--- src/rtl/alu_exec.sv ---
// alu_exec: EX-stage execute unit with valid/ready handshakes on both sides.
// Single-cycle ops: add, sub, srl, lui. Unsupported codes raise illegal.
// Optional iterative shift-add multiplier, built when ALU_EXEC_MUL_EN is defined;
// otherwise code 1000 is treated as illegal.
module alu_exec #(
   parameter int unsigned WIDTH = 32
) (
   input  logic             clk,
   input  logic             rst_n,
   input  logic             in_valid,
   output logic             in_ready,
   input  logic [3:0]       alu_c,
   input  logic [WIDTH-1:0] a,
   input  logic [WIDTH-1:0] b,
   input  logic [4:0]       shamt,
   output logic             out_valid,
   input  logic             out_ready,
   output logic [WIDTH-1:0] result,
   output logic             zero,
   output logic             overflow,
   output logic             illegal
);

   localparam logic [3:0] OpAdd = 4'b0010;
   localparam logic [3:0] OpSub = 4'b0110;
   localparam logic [3:0] OpMul = 4'b1000;
   localparam logic [3:0] OpSrl = 4'b1001;
   localparam logic [3:0] OpLui = 4'b1010;

`ifdef ALU_EXEC_MUL_EN
   typedef enum logic [1:0] {StIdle = 2'd0, StMul = 2'd1, StDone = 2'd2} state_e;
`else
   typedef enum logic [1:0] {StIdle = 2'd0, StDone = 2'd2} state_e;
`endif

   state_e state_q, state_d;

   logic [WIDTH-1:0] result_q, result_d;
   logic             zero_q, zero_d;
   logic             overflow_q, overflow_d;
   logic             illegal_q, illegal_d;

   logic             accept;
   logic             is_mul;
   logic [WIDTH-1:0] sc_res;
   logic             sc_ovf;
   logic             sc_ill;
   logic [WIDTH-1:0] sum;
   logic [WIDTH-1:0] diff;
   logic [WIDTH-1:0] b_lo;

   assign in_ready  = (state_q == StIdle) | ((state_q == StDone) & out_ready);
   assign accept    = in_valid & in_ready;
   assign out_valid = (state_q == StDone);
   assign result    = result_q;
   assign zero      = zero_q;
   assign overflow  = overflow_q;
   assign illegal   = illegal_q;

   // Decode the incoming code and compute the single-cycle result from the live operands.
   always_comb begin
      sum    = a + b;
      diff   = a - b;
      b_lo   = '0;
      b_lo[15:0] = b[15:0];
      sc_res = '0;
      sc_ovf = 1'b0;
      sc_ill = 1'b0;
      is_mul = 1'b0;
      case (alu_c)
         OpAdd: begin
            sc_res = sum;
            sc_ovf = (a[WIDTH-1] == b[WIDTH-1]) && (sum[WIDTH-1] != a[WIDTH-1]);
         end
         OpSub: begin
            sc_res = diff;
            sc_ovf = (a[WIDTH-1] != b[WIDTH-1]) && (diff[WIDTH-1] != a[WIDTH-1]);
         end
         OpSrl: sc_res = b >> shamt;
         OpLui: sc_res = b_lo << (WIDTH - 16);
`ifdef ALU_EXEC_MUL_EN
         OpMul: is_mul = 1'b1;
`endif
         default: sc_ill = 1'b1;
      endcase
   end

`ifdef ALU_EXEC_MUL_EN
   localparam int unsigned CntW = $clog2(WIDTH) + 1;

   logic [2*WIDTH-1:0] acc_q;
   logic [2*WIDTH-1:0] mcand_q;
   logic [WIDTH-1:0]   mplier_q;
   logic [CntW-1:0]    cnt_q;
   logic [2*WIDTH-1:0] acc_step;
   logic               mul_last;

   // One shift-add iteration; mul_last marks the WIDTH-th iteration.
   always_comb begin
      acc_step = mplier_q[0] ? (acc_q + mcand_q) : acc_q;
      mul_last = (cnt_q == CntW'(WIDTH - 1));
   end

   // Multiplier datapath: load operands on accept, iterate while in MUL.
   always_ff @(posedge clk or negedge rst_n) begin
      if (!rst_n) begin
         acc_q    <= '0;
         mcand_q  <= '0;
         mplier_q <= '0;
         cnt_q    <= '0;
      end else if (accept && is_mul) begin
         acc_q    <= '0;
         mcand_q  <= {{WIDTH{1'b0}}, a};
         mplier_q <= b;
         cnt_q    <= '0;
      end else if (state_q == StMul) begin
         acc_q    <= acc_step;
         mcand_q  <= mcand_q << 1;
         mplier_q <= mplier_q >> 1;
         cnt_q    <= cnt_q + 1'b1;
      end
   end
`endif

   // Next-state and result-register update.
   always_comb begin
      state_d    = state_q;
      result_d   = result_q;
      zero_d     = zero_q;
      overflow_d = overflow_q;
      illegal_d  = illegal_q;

      if (accept) begin
         if (is_mul) begin
`ifdef ALU_EXEC_MUL_EN
            state_d = StMul;
`endif
         end else begin
            state_d    = StDone;
            result_d   = sc_res;
            zero_d     = (sc_res == '0);
            overflow_d = sc_ovf;
            illegal_d  = sc_ill;
         end
      end else begin
         case (state_q)
`ifdef ALU_EXEC_MUL_EN
            StMul: begin
               if (mul_last) begin
                  state_d    = StDone;
                  result_d   = acc_step[WIDTH-1:0];
                  zero_d     = (acc_step[WIDTH-1:0] == '0);
                  overflow_d = |acc_step[2*WIDTH-1:WIDTH];
                  illegal_d  = 1'b0;
               end
            end
`endif
            StDone: begin
               if (out_ready) state_d = StIdle;
            end
            default: state_d = state_q;
         endcase
      end
   end

   // State and result registers; reset aborts any operation in flight.
   always_ff @(posedge clk or negedge rst_n) begin
      if (!rst_n) begin
         state_q    <= StIdle;
         result_q   <= '0;
         zero_q     <= 1'b0;
         overflow_q <= 1'b0;
         illegal_q  <= 1'b0;
      end else begin
         state_q    <= state_d;
         result_q   <= result_d;
         zero_q     <= zero_d;
         overflow_q <= overflow_d;
         illegal_q  <= illegal_d;
      end
   end

endmodule

--- config.mk ---
export PLATFORM = sky130hd
export DESIGN_NAME = alu_exec
export DESIGN_NICKNAME = d
export VERILOG_FILES = /design/src/rtl/alu_exec.sv
export SDC_FILE = /design/constraint.sdc
export NUM_CORES = 1
export LEC_CHECK = 0
export BUFFER_PORTS_ARGS = -buffer_cell sky130_fd_sc_hd__buf_2
export CAP_MARGIN = 0
export CORE_MARGIN = 2
export CORE_UTILIZATION = 55
export DETAILED_ROUTE_END_ITERATION = 16
export GPL_ROUTABILITY_DRIVEN = 1
export PLACE_DENSITY_LB_ADDON = 0.25
export SLEW_MARGIN = 20
export SYNTH_ARGS = -nofsm -noshare
export SYNTH_HDL_FRONTEND = slang
export SYNTH_SLANG_ARGS = --single-unit
export TNS_END_PERCENT = 20
--- constraint.sdc ---
create_clock -name clk -period 3.9 [get_ports clk]
set_input_delay 0.78 -clock clk [delete_from_list [all_inputs] [get_ports clk]]
set_output_delay 0.78 -clock clk [all_outputs]
set_load 0.05 [all_outputs]
==> impl_metrics.tcl, run 1 <==
set metrics [dict create \
    area_growth_pct 49.46 \
    syn-cell-area_sq_um 7516 \
    end_kind "register" \
    powerDensity_nw_per_um2 236.1 \
    synth_top_family_by_area "compound AO/OA/AOI/OAI gates" \
    io_pins 114 \
    status "finished, violations left" \
    hpwl_um 27660 \
    syn-num-nets 1114 \
    rsz0062_at_grt "true" \
    synth_top_area_share_pct 11.99 \
    firstDrtPassIters 10 \
    synth-simple-area-share_pct 17.73 \
    synth_most_common_cell "a21oi_1" \
    violations "negative setup slack" \
    max-slew-margin-rel_pct 48.15 \
    syn_inst 972 \
    grt_pass1_vias 10140 \
    ys_types 75 \
    hold_buffers 0 \
    synth_commonest_cells "87 x a21oi_1, 85 x nand2_1, 68 x nor2_1, 67 x inv_1, 63 x ha_1" \
    p_leak_nw 5.465 \
    dr.first_iter.drc_count 1647 \
    core-area_sq_um 13300 \
    timing.critical_path.fanout_max 4 \
    setup_ws_ns -0.1233 \
    die_w_um 120.9 \
    vias 10440 \
    clk_pin_slew_ns 0.05 \
    hp-start "result[26]" \
    r2r-start "state_q[1]" \
    antenna_found_initial 0 \
    yosysWarnings 0 \
    clk_latency_ns 0.28 \
    cts_buffers 5 \
    clock-sinks 36 \
    ir_drop_v 0.0001734 \
    fin_crit_ns 4.023 \
    root_buffer "clkbuf_16" \
    yosys-mux-area-fraction_pct 18.08 \
    synth_flop_cell "dfrtp_1" \
    gp_congestion 1.063 \
    layout-drive-gt1-share_pct 43.54 \
    routed_via_density 6.716 \
    cts_tree "done" \
    drcViolationCount 0 \
    layout.cells.non_filler 1554 \
    cp.arrival_ns 4.16 \
    grt_overflow 0 \
    tightest_slew_ns 0.7777 \
    cap_violations 0 \
    crit_chain "buf_2 > inv_1 > ha_1 > nor2b_1 > o311ai_1 > buf_4 > a211oi_2 > a31oi_2 > o21ai_1 > buf_4 > nor3_1 > buf_4 > o41a_1 > buf_4 > and3_1 > o31ai_1 > o31ai_1" \
    h-tree-depth 2 \
    synthArstFlopShare_pct 100.0 \
    synth_xor_xnor_area_share_pct 2.447 \
    portBuffers 113 \
    final_nets 1520 \
    finalCritPeriodShare_pct 103.2 \
    place_ws_ns -0.5581 \
    r2r_slack_ns 0.95 \
    worst_hold_slack_ns 0.4756 \
    synth_area_leaders "dfrtp_1 12%, ha_1 10%, mux4_2 9.9%" \
    track_usage_pct 46.91 \
    num_rows 42 \
    synth_area_per_cell_sq_um 7.732 \
    diodes 0 \
    dieArea_sq_um 14620 \
    grt_max_degree 53 \
    synth-edff-count 0 \
    holdCritPathClass "register to register" \
    startpoint_type "primary input" \
    dp.cells 1538 \
    yosys.area.top_type "dfrtp_1" \
    dieHeight_um 120.9 \
    design_area_sq_um 11230 \
    fmax_mhz 248.6 \
    critPathKind "primary input to register" \
    wire_per_inst_um 22.39 \
    grt_pass1_wl_um 53610 \
    cp_slowest_cell "o41a_1" \
    yosysSeqAreaShare_pct 11.99 \
    yosys_register_bits 36 \
    slowest_delay_ns 0.45 \
    fin_skew_ns 0.002065 \
    drv_slew 0 \
    clockBufferDepth 2 \
    synthAdderAreaFrac_pct 11.02 \
    finalHoldViolCount 0 \
    start_util_pct 56.53 \
    setup.worst_path.start "b[1]" \
    required_ns 4.04 \
    dpl_cell_area_sq_um 10690 \
    fin_tns_setup_ns -0.2797 \
    synth_compound_area_share_pct 31.53 \
    setup_viol 3 \
    antenna_left 0 \
    cpMostUsedCell "buf_4" \
    drt-total-wl_um 34790 \
]
[layer usage]
metal  up-vias  global-route usage [%]  share of wire (%)
li1       4512                       -                  -
met1      4751                   58.63                 35
met2       933                   73.46                 44
met3       240                   12.83                 14
met4         0                   25.00                6.3
met5         -                       0                  0
[area by class of cell]
type | instances | area [sq um]
clock buffers | 7 | 152.6
fillers | 796 | 2062
inverters | 69 | 261.5
multi-input cells | 798 | 6392
flip-flops and latches | 36 | 900.9
well taps | 176 | 220.2
repair buffers | 468 | 3306
[state kept, by name (all words and copies together), names as in the netlist]
register	cells
result	32
overflow	1
illegal	1
state_q	1
zero	1
[through the flow]
stage          util, %  power [mW]
2_1_floorplan        -       1.306
3_3_place_gp     80.38       2.049
3_5_place_dp     80.38       2.089
4_1_cts          83.06       2.545
5_1_grt          84.49       2.761
6_report         84.49       2.652
[worst paths after layout]
path,end,cells after the start
worst max-delay path,overflow,17
worst min-delay path,result[26],2
worst max register to register,zero,14
worst min register to register,result[26],2
max in group asynchronous,result[27],1
min in group asynchronous,result[12],1
[critical path, delay by kind of cell]
family	cells	cell delay, ns
and+or+nand+nor	3	0.52
AOI/OAI and AO/OA	7	1.62
adders and majority gates	1	0.32
buffers and inverters	6	0.92
[cells in the final DEF (no fill, tap or decap), types with 7 or more instances in the layout]
cell type / synthesis / routed
a21o_1: 16 / 16
a211oi_1: 25 / 18
nand3_1: 15 / 15
mux2i_1: 39 / 39
a31oi_1: 12 / 9
a21oi_1: 87 / 83
mux4_2: 33 / 33
xnor2_1: 21 / 18
dfrtp_1: 36 / 36
inv_1: 67 / 64
o22ai_1: 9 / 9
o211ai_1: 9 / 9
nand4_1: 9 / 9
buf_4: 1 / 351
nand2b_1: 16 / 16
a211oi_2: 0 / 7
mux2_2: 20 / 20
nand2_1: 85 / 85
o21bai_1: 8 / 7
o21ai_0: 60 / 55
nor4_1: 15 / 12
nor3_1: 20 / 20
o31ai_1: 21 / 18
nor2_1: 68 / 65
ha_1: 63 / 59
nor2b_1: 11 / 10
buf_2: 10 / 111
[power breakdown]
part           switching [mW]  internal [mW]  total [mW]
Combinational            1.02          0.784        1.81
Sequential             0.0226          0.415       0.437
Clock                   0.142          0.268       0.410
[timing repair]
action,in CTS,in global routing
endpoints found under the setup margin,3,5
gates resized for setup,34,39
setup buffers,4,5
hold endpoints to repair,0,0
pin swaps,16,29
[cell families (layout without fill, tap and decap cells)]
group	Yosys count	in the layout
flops	36	36
simple gates	275	275
buf+inv	138	544
fa+ha+maj	65	65
xor+xnor	21	21
mux	92	92
compound gates	345	345
No activity file was read; power rests on OpenSTA's default activity.
==> run 2: changes to the inputs <==
--- a/config.mk
+++ b/config.mk
@@ -5,6 +5,7 @@
 export SDC_FILE = /design/constraint.sdc
 export NUM_CORES = 1
 export LEC_CHECK = 0
+export ABC_AREA = 0
 export BUFFER_PORTS_ARGS = -buffer_cell sky130_fd_sc_hd__buf_2
 export CAP_MARGIN = 0
 export CORE_MARGIN = 2
==> constraint.sdc (replaced) <==
create_clock -name clk -period 3.9 [get_ports clk]
set_input_delay 0.39 -clock clk [delete_from_list [all_inputs] [get_ports clk]]
set_output_delay 0.39 -clock clk [all_outputs]
set_load 0.05 [all_outputs]
==> impl_metrics.tcl, run 2 (same netlist as run 1, synthesis figures left out) <==
set metrics [dict create \
    fmax_mhz 264.7 \
    crit_chain "buf_2 > ha_1 > or4_4 > or4_4 > a21oi_2 > o311ai_2 > a311o_1 > o211ai_1 > nand3_1 > a31oi_1 > o2111ai_1 > nor4_1 > buf_4 > a32o_1" \
    start_util_pct 56.53 \
    largest_register_ffs 32 \
    hold_buffers 0 \
    grt_max_degree 53 \
    timing.critical_path.fanout_max 5 \
    p_int_mw 1.310 \
    post-route-util_pct 73.93 \
    r2r_slack_ns 1.30 \
    layout.cells.most_common_list "207 x buf_4, 113 x buf_2, 86 x a21oi_1" \
    drv_slew 0 \
    io_pins 114 \
    powerDensity_nw_per_um2 243.0 \
    fin_skew_ns 0.002052 \
    area_growth_pct 30.78 \
    setup_viol 0 \
    cp.arrival_ns 3.99 \
    diodes 0 \
    dpl_cell_area_sq_um 9593 \
    rsz0062_at_grt "true" \
    cpMostUsedCell "or4_4" \
    clockPowerShare_pct 16.8 \
    p_leak_nw 4.684 \
    hpwl_um 24880 \
    clockBufferDepth 2 \
    holdCritPathClass "primary input to async pin" \
    vias 9437 \
    drt-total-wl_um 30350 \
    critPathKind "primary input to register" \
    p_sw_mw 1.078 \
    fin_crit_ns 3.778 \
    dieHeight_um 120.9 \
    clock-sinks 36 \
    seq_area_sq_um 900.9 \
    cp_slowest_cell "or4_4" \
    firstDrtPassIters 8 \
    grt_pass1_vias 8787 \
    die_w_um 120.9 \
    antenna_left 0 \
    tightest_slew_ns 0.9034 \
    core-area_sq_um 13300 \
    fillCellCount 1055 \
    root_buffer "clkbuf_16" \
    grt_overflow 0 \
    design_area_sq_um 9829 \
    dieArea_sq_um 14620 \
    path_buf_inv 2 \
    slowest_delay_ns 0.57 \
    cts_tree "done" \
    ir_drop_v 0.0001505 \
    multiInputGateArea_sq_um 6157 \
    finalCritPeriodShare_pct 96.88 \
    wire_per_inst_um 21.57 \
    clk_latency_ns 0.28 \
    portBuffers 113 \
    power_switching_share_pct 45.13 \
    final_common_cell "buf_4" \
    end_kind "register" \
    h-tree-depth 2 \
    dr.first_iter.drc_count 1119 \
    grt_pass1_wl_um 46620 \
    r2r-end "zero" \
    track_usage_pct 40.50 \
    rr_worst_depth 13 \
    num_rows 42 \
    antenna_found_initial 0 \
    final_nets 1373 \
    cts_buffers 5 \
    drcViolationCount 0 \
    pwr-share-comb_pct 64.9 \
    gp_congestion 1.044 \
    finalHoldViolCount 0 \
    status "complete, no violations" \
    cap_violations 0 \
    layout-drive-gt1-share_pct 33.87 \
    worst_hold_slack_ns 0.1912 \
    required_ns 4.11 \
    startpoint_type "primary input" \
    clk_pin_slew_ns 0.05 \
    crit_family "compound AO/OA/AOI/OAI gates" \
    routed_via_density 6.707 \
    power_frac_seq_pct 18.2 \
    r2r-start "state_q[1]" \
    max-slew-margin-rel_pct 39.55 \
]
[run 2: cell count changes in the layout (fill, tap and decap cells not counted), sizes merged]
cell,change
buf,-147
[run 2: power groups by stage]
stage                     Combinational, mW  Clock, mW  Sequential, mW
after detailed placement               1.48          0           0.441
after floorplan                       0.721          0           0.585
after global routing                   1.64      0.416           0.440
after global placement                 1.47          0           0.438
after CTS                              1.49      0.408           0.436
final                                  1.55      0.402           0.436
[run 2: worst register-to-register path, stage by stage (launching register included)]
cell and delay (ns):
dfrtp_1 0.37, nand2b_1 0.17, nand2_1 0.14, a221oi_1 0.24, buf_4 0.17, o31ai_1 0.06, a21oi_1 0.13, buf_4 0.15
nand2_1 0.07, nor4_2 0.31, nand4_1 0.13, nor4_1 0.29, buf_4 0.17, a32o_1 0.16
[run 2: routing by layer]
metal	track usage, %	share of wire, %	vias to the layer above
li1	-	-	4230
met1	54.64	40	4402
met2	64.08	44	702
met3	7.660	12	103
met4	15.63	3.9	0
met5	0	0	-
[run 2: timing repair]
action	in CTS	in global routing
resized for setup	0	14
setup buffers	0	1
endpoints found under the setup margin	0	3
[run 2: worst max-delay path by stage]
stage | startpoint | to | slack (ns) | cells past startpoint
finish | a[9] | zero | 0.12 | 14
global route | a[0] | zero | -0.04 | 19
CTS | a[0] | zero | 0.03 | 18
detailed placement | a[0] | zero | -0.25 | 18
global placement | a[0] | zero | -0.15 | 18
floorplan | b[11] | zero | 0.46 | 14
[run 2: metrics by stage]
step | power, mW | TNS, ns | setup WS (ns) | cells
5_1_grt | 2.496 | -0.05902 | -0.04294 | 1407
3_5_place_dp | 1.925 | -0.2501 | -0.2489 | 1399
6_report | 2.388 | 0 | 0.1219 | 1407
2_1_floorplan | 1.306 | 0 | 0.4620 | 972
3_3_place_gp | 1.908 | -0.1515 | -0.1515 | 1399
4_1_cts | 2.336 | 0 | 0.03257 | 1406
[run 2: final cells by class]
type / instances / area share [%]
multi-input cells: 798 / 62.64
flip-flops and latches: 36 / 9.165
clock buffers: 7 / 1.553
well taps: 176 / 2.240
inverters: 69 / 2.635
repair buffers: 321 / 21.77
